<file path="src/rtl/wb_arb_pkg.sv">
// rtl/wb_arb_pkg.sv - shared types and constants for the two-master Wishbone arbiter
// Purpose: state encoding, master indices, instruction-master constants, bus widths
//          and the round-robin pick helper used by wb_bus_arbiter.
// Ports:   none (package).
package wb_arb_pkg;

  typedef enum logic {
    IDLE = 1'b0,
    BUSY = 1'b1
  } arb_state_e;

  localparam logic M_DATA = 1'b0;
  localparam logic M_INST = 1'b1;

  // The instruction master only ever reads whole words.
  localparam logic [3:0] SEL_ALL = 4'hF;
  localparam logic       WE_READ = 1'b0;

  localparam int ADDR_W = 32;
  localparam int DAT_W  = 32;
  localparam int SEL_W  = 4;

  // Round-robin pick: on contention the master not granted last time wins.
  function automatic logic pick_master(input logic req0, input logic req1, input logic last);
    if (req0 && req1) begin
      return ~last;
    end else if (req1) begin
      return M_INST;
    end else begin
      return M_DATA;
    end
  endfunction

endpackage

</file>
<file path="src/rtl/wb_bus_arbiter_if.sv">
// rtl/wb_bus_arbiter_if.sv - Wishbone B4 classic bus bundle with master/slave views
// Purpose: one point-to-point Wishbone link (request + termination + data).
// Ports:   none; signals cyc, stb, we, sel, addr, wdata (master driven) and
//          rdata, ack, err (slave driven). Modport master drives the request,
//          modport slave answers it.
interface wb_bus_arbiter_if;
  import wb_arb_pkg::*;

  logic              cyc;
  logic              stb;
  logic              we;
  logic [SEL_W-1:0]  sel;
  logic [ADDR_W-1:0] addr;
  logic [DAT_W-1:0]  wdata;
  logic [DAT_W-1:0]  rdata;
  logic              ack;
  logic              err;

  modport master (
    output cyc, stb, we, sel, addr, wdata,
    input  rdata, ack, err
  );

  modport slave (
    input  cyc, stb, we, sel, addr, wdata,
    output rdata, ack, err
  );

endinterface

</file>
<file path="src/rtl/wb_bus_arbiter_bus_watchdog.sv">
// rtl/wb_bus_arbiter_bus_watchdog.sv - cycle counter that flags an unanswered bus transfer
// Purpose: counts enabled cycles since the last clear and raises expired while the
//          count equals TIMEOUT_CYCLES; TIMEOUT_CYCLES of 0 disables it.
// Ports:   clk_i clock, rst_i async active-low reset, clear synchronous count clear,
//          count_en increment enable, expired combinational timeout flag.
module bus_watchdog #(
  parameter int unsigned TIMEOUT_CYCLES = 255
) (
  input  logic clk_i,
  input  logic rst_i,
  input  logic clear,
  input  logic count_en,
  output logic expired
);

  localparam int CNT_W = (TIMEOUT_CYCLES == 0) ? 1 : $clog2(TIMEOUT_CYCLES + 1);

  generate
    if (TIMEOUT_CYCLES == 0) begin : g_disabled
      logic unused_wd;
      assign unused_wd = ^{clk_i, rst_i, clear, count_en};
      assign expired   = 1'b0;
    end else begin : g_enabled
      localparam logic [CNT_W-1:0] LIMIT = CNT_W'(TIMEOUT_CYCLES);
      logic [CNT_W-1:0] count;

      always_ff @(posedge clk_i or negedge rst_i) begin
        if (!rst_i) begin
          count <= '0;
        end else if (clear) begin
          count <= '0;
        end else if (count_en && (count != LIMIT)) begin
          // Holding at LIMIT keeps the counter from wrapping past the flag.
          count <= count + CNT_W'(1);
        end
      end

      assign expired = (count == LIMIT);
    end
  endgenerate

endmodule

</file>
<file path="src/rtl/wb_bus_arbiter.sv">
// rtl/wb_bus_arbiter.sv - round-robin two-master to one-slave Wishbone B4 classic arbiter
// Purpose: merges the core data master (m0) and instruction master (m1) onto one
//          system bus, with a watchdog that errors out unanswered transfers.
// Ports:   clk_i clock; rst_i async active-low reset;
//          m0 data master link (slave view), m1 instruction master link (slave view,
//          read-only: its we/sel/wdata are ignored); s system bus link (master view).
module wb_bus_arbiter
  import wb_arb_pkg::*;
#(
  parameter int unsigned TIMEOUT_CYCLES = 255
) (
  input  logic              clk_i,
  input  logic              rst_i,
  wb_bus_arbiter_if.slave   m0,
  wb_bus_arbiter_if.slave   m1,
  wb_bus_arbiter_if.master  s
);

  arb_state_e state;
  logic       grant;
  logic       last_grant;

  logic req0, req1, next_grant;
  logic busy, g_cyc, g_stb, live, drive;
  logic expired, wd_clear, wd_count_en;
  logic term_ack, term_err;

  logic unused_m1;
  assign unused_m1 = ^{m1.we, m1.sel, m1.wdata};

  assign req0       = m0.cyc & m0.stb;
  assign req1       = m1.cyc & m1.stb;
  assign next_grant = pick_master(req0, req1, last_grant);

  assign busy  = (state == BUSY);
  assign g_cyc = (grant == M_INST) ? m1.cyc : m0.cyc;
  assign g_stb = (grant == M_INST) ? m1.stb : m0.stb;

  // live: a transfer the granted master still owns. Dropping cyc aborts it at once.
  assign live  = busy & g_cyc;
  // drive: slave-facing outputs are valid; a watchdog expiry pulls the bus away.
  assign drive = live & ~expired;

  // Ack wins over both slave err and watchdog expiry in the same cycle.
  assign term_ack = live & s.ack;
  assign term_err = live & ~s.ack & (s.err | expired);

  assign wd_clear    = ~busy;
  assign wd_count_en = live & ~s.ack & ~s.err;

  bus_watchdog #(
    .TIMEOUT_CYCLES (TIMEOUT_CYCLES)
  ) u_watchdog (
    .clk_i    (clk_i),
    .rst_i    (rst_i),
    .clear    (wd_clear),
    .count_en (wd_count_en),
    .expired  (expired)
  );

  always_comb begin
    s.cyc   = 1'b0;
    s.stb   = 1'b0;
    s.we    = 1'b0;
    s.sel   = '0;
    s.addr  = '0;
    s.wdata = '0;
    if (drive) begin
      s.cyc = 1'b1;
      s.stb = g_stb;
      if (grant == M_INST) begin
        s.we    = WE_READ;
        s.sel   = SEL_ALL;
        s.addr  = m1.addr;
        s.wdata = '0;
      end else begin
        s.we    = m0.we;
        s.sel   = m0.sel;
        s.addr  = m0.addr;
        s.wdata = m0.wdata;
      end
    end
  end

  assign m0.ack   = term_ack & (grant == M_DATA);
  assign m0.err   = term_err & (grant == M_DATA);
  assign m1.ack   = term_ack & (grant == M_INST);
  assign m1.err   = term_err & (grant == M_INST);
  assign m0.rdata = busy ? s.rdata : '0;
  assign m1.rdata = busy ? s.rdata : '0;

  always_ff @(posedge clk_i or negedge rst_i) begin
    if (!rst_i) begin
      state      <= IDLE;
      grant      <= M_DATA;
      last_grant <= M_INST;
    end else begin
      case (state)
        IDLE: begin
          if (req0 || req1) begin
            grant      <= next_grant;
            last_grant <= next_grant;
            state      <= BUSY;
          end
        end
        BUSY: begin
          if (!g_cyc || s.ack || s.err || expired) begin
            state <= IDLE;
          end
        end
        default: state <= IDLE;
      endcase
    end
  end

endmodule

</file>
<file path="src/flat_wrapper.sv">
// flat-port wrapper written by rule: the top's interface ports become plain ports
module wb_bus_arbiter_flat import wb_arb_pkg::*;
#(
  parameter int unsigned TIMEOUT_CYCLES = 255
)
  (clk_i, rst_i, m0_cyc, m0_stb, m0_we, m0_sel, m0_addr, m0_wdata, m0_rdata, m0_ack, m0_err, m1_cyc, m1_stb, m1_we, m1_sel, m1_addr, m1_wdata, m1_rdata, m1_ack, m1_err, s_cyc, s_stb, s_we, s_sel, s_addr, s_wdata, s_rdata, s_ack, s_err);
  wb_bus_arbiter_if m0_i ();
  wb_bus_arbiter_if m1_i ();
  wb_bus_arbiter_if s_i ();
  input  logic clk_i;
  input  logic rst_i;
  input wire logic [$bits(m0_i.cyc)-1:0] m0_cyc;
  input wire logic [$bits(m0_i.stb)-1:0] m0_stb;
  input wire logic [$bits(m0_i.we)-1:0] m0_we;
  input wire logic [$bits(m0_i.sel)-1:0] m0_sel;
  input wire logic [$bits(m0_i.addr)-1:0] m0_addr;
  input wire logic [$bits(m0_i.wdata)-1:0] m0_wdata;
  output wire logic [$bits(m0_i.rdata)-1:0] m0_rdata;
  output wire logic [$bits(m0_i.ack)-1:0] m0_ack;
  output wire logic [$bits(m0_i.err)-1:0] m0_err;
  input wire logic [$bits(m1_i.cyc)-1:0] m1_cyc;
  input wire logic [$bits(m1_i.stb)-1:0] m1_stb;
  input wire logic [$bits(m1_i.we)-1:0] m1_we;
  input wire logic [$bits(m1_i.sel)-1:0] m1_sel;
  input wire logic [$bits(m1_i.addr)-1:0] m1_addr;
  input wire logic [$bits(m1_i.wdata)-1:0] m1_wdata;
  output wire logic [$bits(m1_i.rdata)-1:0] m1_rdata;
  output wire logic [$bits(m1_i.ack)-1:0] m1_ack;
  output wire logic [$bits(m1_i.err)-1:0] m1_err;
  output wire logic [$bits(s_i.cyc)-1:0] s_cyc;
  output wire logic [$bits(s_i.stb)-1:0] s_stb;
  output wire logic [$bits(s_i.we)-1:0] s_we;
  output wire logic [$bits(s_i.sel)-1:0] s_sel;
  output wire logic [$bits(s_i.addr)-1:0] s_addr;
  output wire logic [$bits(s_i.wdata)-1:0] s_wdata;
  input wire logic [$bits(s_i.rdata)-1:0] s_rdata;
  input wire logic [$bits(s_i.ack)-1:0] s_ack;
  input wire logic [$bits(s_i.err)-1:0] s_err;
  assign m0_i.cyc = m0_cyc;
  assign m0_i.stb = m0_stb;
  assign m0_i.we = m0_we;
  assign m0_i.sel = m0_sel;
  assign m0_i.addr = m0_addr;
  assign m0_i.wdata = m0_wdata;
  assign m0_rdata = m0_i.rdata;
  assign m0_ack = m0_i.ack;
  assign m0_err = m0_i.err;
  assign m1_i.cyc = m1_cyc;
  assign m1_i.stb = m1_stb;
  assign m1_i.we = m1_we;
  assign m1_i.sel = m1_sel;
  assign m1_i.addr = m1_addr;
  assign m1_i.wdata = m1_wdata;
  assign m1_rdata = m1_i.rdata;
  assign m1_ack = m1_i.ack;
  assign m1_err = m1_i.err;
  assign s_cyc = s_i.cyc;
  assign s_stb = s_i.stb;
  assign s_we = s_i.we;
  assign s_sel = s_i.sel;
  assign s_addr = s_i.addr;
  assign s_wdata = s_i.wdata;
  assign s_i.rdata = s_rdata;
  assign s_i.ack = s_ack;
  assign s_i.err = s_err;
  wb_bus_arbiter #(.TIMEOUT_CYCLES(TIMEOUT_CYCLES)) u_core (.clk_i(clk_i), .rst_i(rst_i), .m0(m0_i), .m1(m1_i), .s(s_i));
endmodule
</file>
<file path="config.mk">
export PLATFORM = sky130hd
export DESIGN_NAME = wb_bus_arbiter_flat
export DESIGN_NICKNAME = d
export VERILOG_FILES = /design/src/rtl/wb_arb_pkg.sv /design/src/rtl/wb_bus_arbiter_if.sv /design/src/rtl/wb_bus_arbiter_bus_watchdog.sv /design/src/rtl/wb_bus_arbiter.sv /design/src/flat_wrapper.sv
export SDC_FILE = /design/constraint.sdc
export NUM_CORES = 1
export LEC_CHECK = 0
export CELL_PAD_IN_SITES_DETAIL_PLACEMENT = 2
export CELL_PAD_IN_SITES_GLOBAL_PLACEMENT = 2
export CORE_MARGIN = 2
export CORE_UTILIZATION = 10
export CTS_CLUSTER_DIAMETER = 30
export CTS_CLUSTER_SIZE = 10
export DETAILED_ROUTE_END_ITERATION = 8
export PLACE_DENSITY_LB_ADDON = 0.1
export SLEW_MARGIN = 20
export SYNTH_ARGS = -nofsm -noshare
export SYNTH_HDL_FRONTEND = slang
export SYNTH_SLANG_ARGS = --single-unit
</file>
<file path="constraint.sdc">
create_clock -name clk_i -period 2.9 [get_ports clk_i]
set_input_delay 0.435 -clock clk_i [delete_from_list [all_inputs] [get_ports clk_i]]
set_output_delay 0.435 -clock clk_i [all_outputs]
set_load 0.1 [all_outputs]
</file>
==> impl_metrics.py, run 1 <==
metrics = {
    "critical_path": {
        "critPathLaunchType": "register",
        "worstSetupPathType": "register to output pin",
        "critical_path.top_delay_family": "simple AND/OR/NAND/NOR gates",
        "path_buf_inv": 2,
        "cp_slowest_cell": "dfrtp_1",
        "crit_arrival_ns": 2.20,
        "crit_cells": 7,
        "r2r_setup_slack_ns": 0.79,
        "r2r-end": "u_core.u_watchdog.g_enabled.count[1]",
        "endpoint": "s_wdata[17]",
        "cp_cell_sequence": "ha_1 -> nand3_1 -> o211ai_1 -> nor2_1 -> buf_4 -> and2_1 -> buf_12",
        "rr_startpoint": "u_core.u_watchdog.g_enabled.count[0]",
        "cp-startpoint": "u_core.u_watchdog.g_enabled.count[0]",
        "cp-end-kind": "output pin",
        "crit_fanout": 33,
        "cp.required_ns": 2.47,
        "r2r_cells": 5,
        "critical-path-max-stage-delay_ns": 0.42,
    },
    "cts": {
        "cts_buffers": 3,
        "cts_resized": 0,
        "post_cts_buffers": 0,
        "cts_hold_buf": 0,
        "clock-root-buffer": "clkbuf_16",
        "cts_tree": "yes",
        "clk_latency_ns": 0.24,
        "cts.htree.levels": 1,
        "clock-sinks": 11,
        "clk_pin_slew_ns": 0.04,
        "cts_buffer_depth": 2,
    },
    "cells_and_area": {
        "postLayoutCellArea_um2": 5340,
        "diodes": 0,
        "nets": 676,
        "final_common_cell": "clkdlybuf4s50_1",
        "drive_gt1_share_pct": 31.5,
        "mostFrequentLayoutCells": "clkdlybuf4s50_1 (140), buf_12 (76), buf_4 (69), and2_1 (66), nor2_1 (48)",
        "area_delta_synth_final_pct": 189,
        "stdcell_count": 725,
    },
    "placed_design": {
        "portBuffers": 279,
        "dpl_cell_area_um2": 5260,
        "dp_cells": 721,
        "globalplace.congestion": 0.805,
        "hpwlAfterDp_mm": 11.0,
    },
    "synth": {
        "syn-num-nets": 437,
        "yosys.area.top_type": "and2_1",
        "synth_top_area_share_pct": 22.4,
        "netlist_instances": 258,
        "synth_area_leaders": "and2_1 (22%), mux2i_1 (18%), dfrtp_1 (14%)",
        "synth_area_um2": 1850,
        "synth.avg_cell_area_um2": 7.16,
        "ys_ff_latch": 11,
        "yosysWarnings": 0,
        "ys_types": 30,
        "ys_seq_area_share_pct": 15.0,
    },
    "timing": {
        "rsz0062_at_grt": "no",
        "slew_violations": 0,
        "hold_viol_final": 0,
        "tns_ns": 0,
        "relSlewSlack_pct": 42.3,
        "fin_crit_sh_pct": 91.0,
        "worst_pin_slew_ns": 0.863,
        "period_minus_slack_ns": 2.64,
        "skew_ns": 0.00280,
        "fmax_ghz": 0.379,
        "setup_violations": 0,
    },
    "die": {
        "dieArea_um2": 19600,
        "die_y_um": 140,
        "row_count": 49,
        "core-area_um2": 18000,
        "start_util_pct": 10.2,
        "die_width_um": 140,
        "ios": 317,
    },
    "global_routing": {
        "grt_usage_pct": 11.8,
        "grt_start_max_net_pins": 46,
        "antenna_found_initial": 0,
        "grt_overflow": 0,
        "first_global_vias": 3000,
        "grt_pass1_wl_mm": 18.0,
    },
    "status": {
        "outcome": "finished, final reports clean",
    },
    "detailed_routing": {
        "wire_per_inst_um": 17.2,
        "highest_layer": "met4",
        "drt-pass1-iter-count": 3,
        "routed_wl_mm": 12.5,
        "met2_length_mm": 7.01,
        "num_vias": 2765,
        "drt-met1-wl_mm": 3.90,
        "met3_length_mm": 1.41,
        "drc_errors": 0,
        "drt_iter0_drc": 34,
        "viasPerCell": 3.81,
        "ant_nets": 0,
    },
    "pwr": {
        "finalPower_mw": 2.56,
        "cellLeakagePower_nw": 2.29,
        "pwr_density_cell_nw_per_um2": 478,
        "ir_drop_v": 0.000217,
    },
    "job": {
        "cap_violations": 0,
    },
    "hold_path": {
        "hp-class": "register to register",
    },
}
power by group:
part	switching [mW]	internal (mW)
combinational	1.45	0.676
clock	0.0714	0.185
sequential	0.00820	0.169
cells by family (layout without fill, tap and decap cells):
logic type,Yosys count,after routing,share of synthesized area [%]
simple gates,136,136,39.4
compound gates,19,19,7.18
buf+inv,56,294,18.5
flops,11,11,15.0
fa+ha+maj,1,1,0.677
mux,35,35,19.2
tightest hold or removal path, stage by stage, from the launching register on:
cell and delay, ns:
dfstp_2 0.37, o21ai_0 0.06, o31ai_1 0.07
cells in the mapped netlist:
master	number
o21ai_0	3
buf_2	6
dfstp_2	1
nand4_2	1
and2_1	66
mux2_4	1
o32a_1	1
nand2_1	6
o21bai_1	1
nand4_1	2
inv_1	5
nand2b_1	1
nor4_2	1
or2_2	1
clkbuf_1	11
o211ai_1	3
mux2i_1	34
nand3b_1	1
nor3_1	1
ha_1	1
dfrtp_1	10
or4_1	3
buf_1	1
a21oi_1	3
nand3_1	4
buf_4	33
nor3b_1	1
nor2_1	48
o311ai_0	2
o31ai_1	6
flip-flops by register name, summed over array words and instances, names as in the netlist:
| signal | count |
|---|---|
| u_core.last_grant | 1 |
| u_core.u_watchdog.g_enabled.count | 8 |
| u_core.busy | 1 |
| u_core.grant | 1 |
layer usage:
metal  track usage (%)  up-vias
li1                  -     1291
met1              10.9     1270
met2              24.8      195
met3              4.10        9
met4              1.95        0
met5                 0        -
worst min-delay path by stage:
stage | start | end | cells after the start
floorplan | rst_i | u_core.busy | 0
global placement | u_core.last_grant | u_core.last_grant | 2
detailed placement | u_core.last_grant | u_core.last_grant | 2
CTS | u_core.last_grant | u_core.last_grant | 2
global route | u_core.last_grant | u_core.last_grant | 2
finish | u_core.last_grant | u_core.last_grant | 2
area by class of cell:
| class | instances | area (um2) |
|---|---|---|
| multi-input cells | 191 | 1240 |
| well taps | 229 | 287 |
| fillers | 1976 | 12700 |
| repair buffers | 285 | 3440 |
| clock buffers | 4 | 78.8 |
| inverters | 5 | 18.8 |
| flip-flops and latches | 11 | 278 |
stage by stage:
| stage | setup WS, ns | hold slack, ns | utilization [%] |
|---|---|---|---|
| detailed placement | 0.287 | 0.505 | 29.2 |
| CTS | 0.200 | 0.517 | 29.6 |
| global placement | 0.343 | 0.490 | 29.2 |
| global route | 0.0676 | 0.569 | 29.6 |
| finish | 0.261 | 0.511 | 29.6 |
| floorplan | -0.0282 | 0.139 | - |
Note: power is estimated with default switching activity, not from simulation.
==> run 2: changes to the inputs <==
--- a/config.mk
+++ b/config.mk
@@ -5,6 +5,7 @@
 export SDC_FILE = /design/constraint.sdc
 export NUM_CORES = 1
 export LEC_CHECK = 0
+export ABC_CLOCK_PERIOD_IN_PS = 2900
 export CELL_PAD_IN_SITES_DETAIL_PLACEMENT = 2
 export CELL_PAD_IN_SITES_GLOBAL_PLACEMENT = 2
 export CORE_MARGIN = 2
@@ -12,7 +13,9 @@
 export CTS_CLUSTER_DIAMETER = 30
 export CTS_CLUSTER_SIZE = 10
 export DETAILED_ROUTE_END_ITERATION = 8
+export HOLD_SLACK_MARGIN = 0.02
 export PLACE_DENSITY_LB_ADDON = 0.1
+export REMOVE_ABC_BUFFERS = 1
 export SLEW_MARGIN = 20
 export SYNTH_ARGS = -nofsm -noshare
 export SYNTH_HDL_FRONTEND = slang
==> impl_metrics.py, run 2 (same netlist as run 1, synthesis figures left out) <==
metrics = {
    "status": {
        "outcome": "finished, final reports clean",
    },
    "placed_design": {
        "hpwlAfterDp_mm": 11.8,
        "portBuffers": 279,
        "globalplace.congestion": 0.819,
    },
    "global_routing": {
        "grt_overflow": 0,
        "grt_pass1_wl_mm": 19.3,
        "first_global_vias": 2776,
        "antenna_found_initial": 1,
        "grt_usage_pct": 12.9,
        "grt_start_max_net_pins": 44,
    },
    "die": {
        "die_width_um": 140,
        "core-area_um2": 18000,
        "start_util_pct": 10.2,
        "die_y_um": 140,
        "ios": 317,
        "row_count": 49,
        "dieArea_um2": 19600,
    },
    "critical_path": {
        "critPathLaunchType": "register",
        "cp_slowest_cell": "dfrtp_1",
        "worstSetupPathType": "register to output pin",
        "cp_cell_sequence": "ha_1 -> nand3_1 -> o211ai_1 -> nor2_1 -> buf_4 -> and2_1 -> buf_12",
        "crit_arrival_ns": 2.10,
        "path_buf_inv": 2,
        "critical_path.top_delay_family": "simple AND/OR/NAND/NOR gates",
        "cp.required_ns": 2.47,
        "crit_fanout": 33,
        "cp-end-kind": "output pin",
        "critical-path-max-stage-delay_ns": 0.42,
    },
    "cells_and_area": {
        "area_delta_synth_final_pct": 193,
        "mostFrequentLayoutCells": "clkdlybuf4s50_1 (140), buf_12 (82), and2_1 (66), buf_4 (63), nor2_1 (48)",
        "nets": 676,
        "largest_register_ff_count": 8,
        "drive_gt1_share_pct": 31.0,
        "final_common_cell": "clkdlybuf4s50_1",
        "largest_register": "u_core.u_watchdog.g_enabled.count",
    },
    "job": {
        "cap_violations": 0,
    },
    "cts": {
        "clock-sinks": 11,
        "cts.htree.levels": 1,
        "cts_resized": 0,
        "cts_hold_buf": 0,
        "cts_buffers": 3,
        "clock-root-buffer": "clkbuf_16",
        "clk_latency_ns": 0.24,
        "cts_buffer_depth": 2,
        "clk_pin_slew_ns": 0.04,
        "post_cts_buffers": 0,
        "cts_tree": "yes",
    },
    "pwr": {
        "cellLeakagePower_nw": 2.30,
        "pwr_density_cell_nw_per_um2": 478,
        "ir_drop_v": 0.000229,
        "finalPower_mw": 2.58,
    },
    "timing": {
        "fin_crit_sh_pct": 87.5,
        "relSlewSlack_pct": 43.4,
        "setup_violations": 0,
        "skew_ns": 0.00125,
        "rsz0062_at_grt": "no",
        "period_minus_slack_ns": 2.54,
        "fmax_ghz": 0.394,
        "tns_ns": 0,
        "slew_violations": 0,
        "hold_viol_final": 0,
        "worst_pin_slew_ns": 0.848,
    },
    "detailed_routing": {
        "viasPerCell": 3.79,
        "wire_per_inst_um": 18.6,
        "drt-pass1-iter-count": 4,
        "drt_iter0_drc": 56,
        "num_vias": 2749,
        "routed_wl_mm": 13.5,
        "ant_nets": 0,
        "drc_errors": 0,
    },
    "hold_path": {
        "hp-class": "register to register",
    },
}
==> run 2: cell count changes in the layout (fill, tap and decap cells not counted) <==
cell and delta:
nor3_1 +1, buf_4 -6, diode_2 +1, nor3b_1 +1, nor3b_2 -1, buf_12 +6, nor3_2 -1
==> run 2: worst paths after layout <==
kind	from	to	slack, ns	depth (start not counted)
worst max-delay path	u_core.u_watchdog.g_enabled.count[0]	s_wdata[21]	0.36	7
worst min-delay path	u_core.last_grant	u_core.last_grant	0.51	2
worst max register to register	u_core.u_watchdog.g_enabled.count[0]	u_core.u_watchdog.g_enabled.count[4]	0.83	5
worst min register to register	u_core.last_grant	u_core.last_grant	0.51	2
max in group asynchronous	rst_i	u_core.grant	1.91	1
min in group asynchronous	rst_i	u_core.u_watchdog.g_enabled.count[1]	0.57	1
==> run 2: cell type report <==
| cell class | count | area (um2) |
|---|---|---|
| antenna | 1 | 2.50 |
| timing repair buffer | 285 | 3520 |
| clock buffer | 4 | 78.8 |
| sequential | 11 | 278 |
| inverter | 5 | 18.8 |
| tap | 229 | 287 |
| multi-input combinational | 191 | 1230 |
| fill | 1980 | 12600 |
==> run 2: metrics by stage <==
| step | cell area, um2 | instances | utilization [%] | worst slack, ns | hold WS [ns] |
|---|---|---|---|---|---|
| after global placement | 5330 | 721 | 29.6 | 0.384 | 0.495 |
| after global routing | 5410 | 726 | 30.0 | 0.156 | 0.576 |
| after CTS | 5410 | 725 | 30.0 | 0.326 | 0.519 |
| after floorplan | 1520 | 207 | - | -1.87 | 0.139 |
| final | 5410 | 726 | 30.0 | 0.362 | 0.510 |
| after detailed placement | 5330 | 721 | 29.6 | 0.389 | 0.513 |
==> run 2: tightest hold or removal path, stage by stage (launching register included) <==
cell	delay [ns]
dfstp_2	0.37
o21ai_0	0.06
o31ai_1	0.07
==> run 2: report_power, final <==
group | internal (mW) | switching, mW | leakage [nW]
sequential | 0.169 | 0.0100 | 0.145
clock | 0.185 | 0.0736 | 0.0382
combinational | 0.693 | 1.45 | 2.12
==> run 2: per-layer routing <==
metal,vias to the layer above,GRT usage (%),routed length (um)
li1,1292,-,-
met1,1292,13.8,4740
met2,154,25.6,7460
met3,11,2.74,1060
met4,0,2.79,229
met5,-,0,0
